===== config.mk =====
export PLATFORM = sky130hd
export DESIGN_NAME = tv_sequencer
export DESIGN_NICKNAME = d
export VERILOG_FILES = /design/src/rtl/tv_pkg.sv /design/src/rtl/tv_sync.sv /design/src/rtl/tv_sequencer.sv
export SDC_FILE = /design/constraint.sdc
export NUM_CORES = 2
export LEC_CHECK = 0
export CAP_MARGIN = 5
export CORE_UTILIZATION = 40
export DETAILED_ROUTE_END_ITERATION = 8
export PLACE_DENSITY_LB_ADDON = 0.08
export SYNTH_ARGS = -nofsm -noshare
export SYNTH_HDL_FRONTEND = slang
export SYNTH_HIERARCHICAL = 1
export SYNTH_MEMORY_MAX_BITS = 65536
export SYNTH_SLANG_ARGS = --single-unit
export TNS_END_PERCENT = 30

===== constraint.sdc =====
create_clock -name wb_clk_i -period 6.6 [get_ports wb_clk_i]
set_clock_uncertainty 0.1 [all_clocks]
set_input_delay 1.65 -clock wb_clk_i [delete_from_list [all_inputs] [get_ports wb_clk_i]]
set_output_delay 1.65 -clock wb_clk_i [all_outputs]
set_load 0.01 [all_outputs]

===== src/rtl/tv_pkg.sv =====
// tv_pkg: shared types and vector-field layout for the tv_sequencer test-vector player.
// Optional feature: TV_SEQUENCER_MASK_EN adds a per-vector compare mask field.
// Vector layout (MSB first): {skip, stim, [mask,] exp}.
package tv_pkg;
  typedef enum logic [2:0] {
    IDLE   = 3'd0,
    APPLY  = 3'd1,
    SETTLE = 3'd2,
    CHECK  = 3'd3,
    FIN    = 3'd4
  } state_t;
  localparam int ERR_W = 16;
`ifdef TV_SEQUENCER_MASK_EN
  localparam bit MASK_EN = 1'b1;
`else
  localparam bit MASK_EN = 1'b0;
`endif
  function automatic int vec_w(input int out_w, input int in_w);
    return 1 + out_w + (MASK_EN ? 2 : 1) * in_w;
  endfunction
  function automatic int exp_lsb();
    return 0;
  endfunction
  function automatic int mask_lsb(input int in_w);
    return in_w;
  endfunction
  function automatic int stim_lsb(input int in_w);
    return MASK_EN ? 2 * in_w : in_w;
  endfunction
  function automatic int skip_pos(input int out_w, input int in_w);
    return vec_w(out_w, in_w) - 1;
  endfunction
endpackage


===== src/rtl/tv_sync.sv =====
// tv_sync: STAGES-deep flop chain bringing the asynchronous fabric response into the clock domain.
// Ports: clk, rst_n (synchronous active-low clear), d (async input), q (synchronised output).
module tv_sync #(
  parameter int W      = 32,
  parameter int STAGES = 2
) (
  input  logic         clk,
  input  logic         rst_n,
  input  logic [W-1:0] d,
  output logic [W-1:0] q
);
  logic [W-1:0] ff [STAGES];
  always_ff @(posedge clk) begin
    if (!rst_n) begin
      ff <= '{default: '0};
    end else begin
      ff[0] <= d;
      for (int i = 1; i < STAGES; i++) ff[i] <= ff[i-1];
    end
  end
  assign q = ff[STAGES-1];
endmodule


===== src/rtl/tv_sequencer.sv =====
// tv_sequencer: on-chip test-vector player/checker for the asynchronous fabric.
// Ports: wb_clk_i/wb_rst_i (sync active-low reset), ld_* vector load port, start/abort/
// stop_on_err/num_vec/settle run control, stim_o/resp_i fabric interface, busy/done/
// err_cnt/first_err/err_seen/vec_idx status.
// Optional feature: TV_SEQUENCER_MASK_EN enables a per-vector response compare mask.
module tv_sequencer
  import tv_pkg::*;
#(
  parameter int OUT_W       = 32,
  parameter int IN_W        = 32,
  parameter int DEPTH       = 64,
  parameter int AW          = $clog2(DEPTH),
  parameter int SETTLE_W    = 8,
  parameter int SYNC_STAGES = 2,
  localparam int VW         = vec_w(OUT_W, IN_W)
) (
  input  logic                wb_clk_i,
  input  logic                wb_rst_i,
  input  logic                ld_we,
  input  logic [AW-1:0]       ld_addr,
  input  logic [VW-1:0]       ld_data,
  input  logic                start,
  input  logic                abort,
  input  logic                stop_on_err,
  input  logic [AW:0]         num_vec,
  input  logic [SETTLE_W-1:0] settle,
  output logic [OUT_W-1:0]    stim_o,
  input  logic [IN_W-1:0]     resp_i,
  output logic                busy,
  output logic                done,
  output logic [ERR_W-1:0]    err_cnt,
  output logic [AW-1:0]       first_err,
  output logic                err_seen,
  output logic [AW:0]         vec_idx
);
  localparam int SKIP = skip_pos(OUT_W, IN_W);
  localparam int STIM = stim_lsb(IN_W);
  localparam int EXP  = exp_lsb();
  // Shortest SETTLE load that still lets the new response cross the synchroniser.
  localparam logic [SETTLE_W-1:0] MIN_WAIT = SETTLE_W'(SYNC_STAGES - 1);
  localparam logic [AW:0] DEPTH_V = (AW + 1)'(DEPTH);
  logic [VW-1:0]       mem [DEPTH];
  logic [VW-1:0]       vec;
  state_t              state;
  logic                cur_skip;
  logic [IN_W-1:0]     cur_exp;
  logic [IN_W-1:0]     resp_sync;
  logic [SETTLE_W-1:0] cnt;
  logic [AW:0]         nv;
  logic [AW:0]         idx_nx;
  logic                abort_q;
  logic                mismatch;
  tv_sync #(.W(IN_W), .STAGES(SYNC_STAGES)) u_sync (
    .clk  (wb_clk_i),
    .rst_n(wb_rst_i),
    .d    (resp_i),
    .q    (resp_sync)
  );
  always_ff @(posedge wb_clk_i) if (ld_we) mem[ld_addr] <= ld_data;
  assign vec    = mem[vec_idx[AW-1:0]];
  assign idx_nx = vec_idx + 1'b1;
`ifdef TV_SEQUENCER_MASK_EN
  localparam int MASK = mask_lsb(IN_W);
  logic [IN_W-1:0] cur_mask;
  always_ff @(posedge wb_clk_i) if (state == APPLY) cur_mask <= vec[MASK +: IN_W];
  assign mismatch = !cur_skip && (((resp_sync ^ cur_exp) & cur_mask) != '0);
`else
  assign mismatch = !cur_skip && (resp_sync != cur_exp);
`endif
  always_ff @(posedge wb_clk_i) begin
    if (!wb_rst_i) begin
      state     <= IDLE;
      stim_o    <= '0;
      busy      <= 1'b0;
      done      <= 1'b0;
      err_cnt   <= '0;
      first_err <= '0;
      err_seen  <= 1'b0;
      vec_idx   <= '0;
      cur_skip  <= 1'b0;
      cur_exp   <= '0;
      cnt       <= '0;
      nv        <= '0;
      abort_q   <= 1'b0;
    end else begin
      done <= 1'b0;
      case (state)
        IDLE: if (start) begin
          state     <= (num_vec == '0) ? FIN : APPLY;
          busy      <= 1'b1;
          err_cnt   <= '0;
          err_seen  <= 1'b0;
          first_err <= '0;
          vec_idx   <= '0;
          abort_q   <= 1'b0;
          nv        <= (num_vec > DEPTH_V) ? DEPTH_V : num_vec;
        end
        APPLY: begin
          cur_skip <= vec[SKIP];
          cur_exp  <= vec[EXP +: IN_W];
          stim_o   <= vec[STIM +: OUT_W];
          cnt      <= (settle < MIN_WAIT) ? MIN_WAIT : settle;
          state    <= SETTLE;
        end
        SETTLE: begin
          abort_q <= abort_q | abort;
          cnt     <= cnt - 1'b1;
          if (cnt == '0) state <= (abort_q | abort) ? FIN : CHECK;
        end
        CHECK: begin
          if (mismatch) begin
            err_cnt <= (err_cnt == '1) ? err_cnt : err_cnt + 1'b1;
            if (!err_seen) begin
              err_seen  <= 1'b1;
              first_err <= vec_idx[AW-1:0];
            end
          end
          vec_idx <= idx_nx;
          state   <= ((mismatch && stop_on_err) || idx_nx == nv || abort_q || abort) ? FIN : APPLY;
        end
        FIN: begin
          done  <= 1'b1;
          busy  <= 1'b0;
          state <= IDLE;
        end
        default: state <= IDLE;
      endcase
    end
  end
endmodule


==> results by group <==
Outcome
  • Outcome: completed

Clock network
  • Total CTS buffers: 465
  • CTS tree: done
  • CTS max path bufs: 4
  • Clock Sinks: 4340
  • Clk_lat worst skew: 0.99 ns
  • H-Tree Depth: 5
  • Root buffer cell: clkbuf_16
  • Postcts setup bufs: 0
  • Hold buffers post-CTS: 0
  • CTS resizes: 0
  • Clock Pin Slew Worst Setup and Hold Paths: 0.06 ns

STA
  • Tmin final: 4.98 ns
  • Relative slew slack: 3.12%
  • Slew @ Worst Pin: 1.44 ns
  • Final worst-path cycle share: 75.5%
  • Fmax: 0.201 GHz
  • Fin Setup TNS: 0 ns
  • Final Max Slew Viols: 0
  • RSZ-0062 raised after global routing: false
  • Final setup vio count: 0
  • Fin. Hold Viols: 0

Power and ir drop
  • Switching Fraction: 21.4%
  • Comb pwr share: 3.8%
  • P_int: 45.9 mW
  • Pwr dens: 307 mW/mm²
  • Total chip power: 58.4 mW
  • P_leak: 57.0 nW
  • Sw power: 12.5 mW
  • Worst vdd ir: 0.222 mV
  • Power share of the sequential group: 52.5%
  • Clock power frac: 43.7%

Global routing
  • Largest net degree at the start of global routing: 101
  • First-pass GRT wire length: 693000 µm
  • Gr ovfl total: 0
  • Vias in the first global route: 82.1k
  • Total GRT Usage: 24.1%
  • Initial antenna violation count: 48

Die
  • Initial core utilization: 40.1%
  • Height of the die: 646 µm
  • Area of the core: 0.413 mm²
  • I/O pins: 188
  • # rows: 236
  • Full die area: 0.417 mm²
  • Die width: 646 µm

Drt
  • WL/cell: 35.8 µm
  • DRC: 0
  • Routed WL: 508000 µm
  • Via count: 82.9k
  • Post-route ant nets: 0
  • TritonRoute pass-1 iters: 6
  • Iter 0 DRT Violations: 10.0k
  • Vias per cell: 5.84

Synthesis
  • Primary FF master, synth: edfxtp_1
  • EDFF count, synth: 4160
  • Post-Synthesis Cell Area: 0.166 mm²
  • Sequential share of the synthesized area: 77.6%
  • Yosys cell types: 64
  • YS warnings: 6
  • Synth Net Count: 7986
  • Syn Area/Cell: 21.1 µm²
  • Register bit total from synthesis: 4340
  • Gate count of the mapped netlist: 7858
  • Share of flip-flops with an asynchronous set or reset: 0%

Final layout
  • Register area: 0.129 mm²
  • Area added between synthesis and finish: 14.8%
  • Final std cells w/o fill: 14.2k
  • Area taken by multi-input logic gates: 0.0351 mm²
  • Final #Nets: 8458
  • Fillers: 34.6k
  • Share of cells above drive strength 1: 23.5%

Setup path
  • Critical path endpoint category: output pin
  • Crit-path max FO: 40
  • CP dominant cell by count: buf_12
  • Crit path cell chain: buf_12 > buf_12 > clkdlybuf4s50_1
  • Delay of the slowest critical-path stage: 0.90 ns
  • Required @ worst endpoint: 4.85 ns
  • Startpoint types: flop
  • CP arrival: 3.23 ns
  • Slowest cell on crit path: dfxtp_4
  • Setup CP Type: reg -> out

Hold path
  • Hold Path Class: reg -> reg

Placement
  • PortBufs: 187
  • Placed Cells: 13.3k
  • Gp weighted congestion: 0.822
  • Post-DP HPWL: 311000 µm

Flow run
  • MaxCap Viol Count: 0
-- cell type report --
cell class,count,area share [%]
inverter,9,0.0178
antenna,16,0.0210
timing repair buffer,495,2.60
clock buffer,600,6.61
multi-input combinational,3019,18.5
sequential,4340,67.5
clock inverter,243,1.15
tap,5474,3.60
-- cell usage after synthesis, types with 36 or more instances --
cell | number | share of area [%]
a22o_1 | 130 | 0.69
o22ai_1 | 43 | 0.16
mux2i_1 | 578 | 3.5
a21oi_1 | 188 | 0.57
clkbuf_1 | 169 | 0.38
buf_4 | 135 | 0.61
a22oi_1 | 136 | 0.62
nand3_1 | 46 | 0.14
mux4_2 | 821 | 11
dfxtp_1 | 180 | 2.2
a211oi_1 | 45 | 0.20
o21ai_0 | 201 | 0.61
nor2_1 | 186 | 0.42
and2_2 | 64 | 0.29
buf_2 | 141 | 0.43
nand2_1 | 158 | 0.36
a311oi_1 | 42 | 0.22
a31oi_1 | 46 | 0.17
edfxtp_1 | 4160 | 75
xor2_1 | 36 | 0.19
-- per-layer routing --
metal | up-vias | share of wire, % | GRT usage [%]
met3 | 583 | 6.9 | 3.29
met2 | 3143 | 46 | 37.4
met5 | - | 0.0077 | 0
met4 | 6 | 2.7 | 5.94
met1 | 45400 | 44 | 36.0
li1 | 33800 | - | -
-- cells in the final DEF (no fill, tap or decap), drive strengths merged, types with 15 or more instances in the layout --
master         synthesis  layout
clkbuf               178     600
clkinv                 1     177
nand2b                32      32
and2                  72      72
xor2                  36      36
a31oi                 46      46
o21ai                202     202
nor4                  15      15
a21oi                188     188
a311oi                42      42
buf                  312     374
clkdlybuf4s50          0     121
o221ai                22      22
mux4                 821     821
o22a                  22      22
o22ai                 43      43
clkinvlp               0      16
a22o                 130     130
o221a                 22      22
dfxtp                180     180
nor2                 190     190
inv                    8      23
mux2i                578     578
bufinv                 0      36
edfxtp              4160    4160
a22oi                136     136
a221oi                46      46
o211ai                25      25
nand3                 46      46
diode                  0      16
a211oi                45      45
nand2                158     158
-- power by group through the flow --
stage	Clock [mW]	Combinational (mW)	Sequential [mW]
6_report	25.5	2.21	30.7
5_1_grt	27.0	2.35	30.7
2_1_floorplan	0	0.972	31.1
4_1_cts	26.0	2.25	30.7
3_5_place_dp	0	2.25	31.2
3_3_place_gp	0	2.22	31.2
-- metrics by stage --
| stage | util [%] | area [µm²] | hold WS (ns) | worst slack, ns |
|---|---|---|---|---|
| 2_1_floorplan | - | 166000 | 0.326 | 0.799 |
| 3_3_place_gp | 42.5 | 175000 | 0.335 | 1.29 |
| 3_5_place_dp | 42.5 | 175000 | 0.333 | 1.40 |
| 4_1_cts | 46.1 | 190000 | 0.350 | 1.40 |
| 5_1_grt | 46.1 | 190000 | 0.349 | 1.43 |
| 6_report | 46.1 | 190000 | 0.345 | 1.62 |
-- state kept, by name, summed over array words and instances, names as in the netlist --
| name | cells |
|---|---|
| u_sync/ff | 32 |
| cur_exp | 32 |
| first_err | 6 |
| nv | 7 |
| u_sync/q | 32 |
| vec_idx | 7 |
| state | 3 |
| stim_o | 32 |
| cnt | 8 |
| busy | 1 |
| cur_skip | 1 |
| err_cnt | 16 |
| abort_q | 1 |
| err_seen | 1 |
| done | 1 |
| mem | 4160 |
-- path summary, 6_finish.rpt --
| check | startpoint | endpoint | slack [ns] | depth (start not counted) |
|---|---|---|---|---|
| worst max-delay path | vec_idx[0] | vec_idx[0] | 1.62 | 3 |
| worst min-delay path | u_sync/ff[46] | u_sync/q[14] | 0.34 | 1 |
| worst max register to register | vec_idx[0] | cur_exp[26] | 2.08 | 7 |
| worst min register to register | u_sync/ff[46] | u_sync/q[14] | 0.34 | 1 |
-- kinds of logic after synthesis --
kind of cell | share of synthesized area (%)
muxes | 14.6
xor gates and xnor gates | 0.222
and+or+nand+nor | 1.73
buffers and inverters | 1.66
DFF | 77.6
AOI/OAI and AO/OA | 4.16
adders and majority gates | 0.0302
-- critical path, delay by kind of cell, from the launching register on --
family                 cells  cell delay [ns]
buffers and inverters      3             1.30
DFF                        1             0.90
No activity file was read; power rests on OpenSTA's default activity.
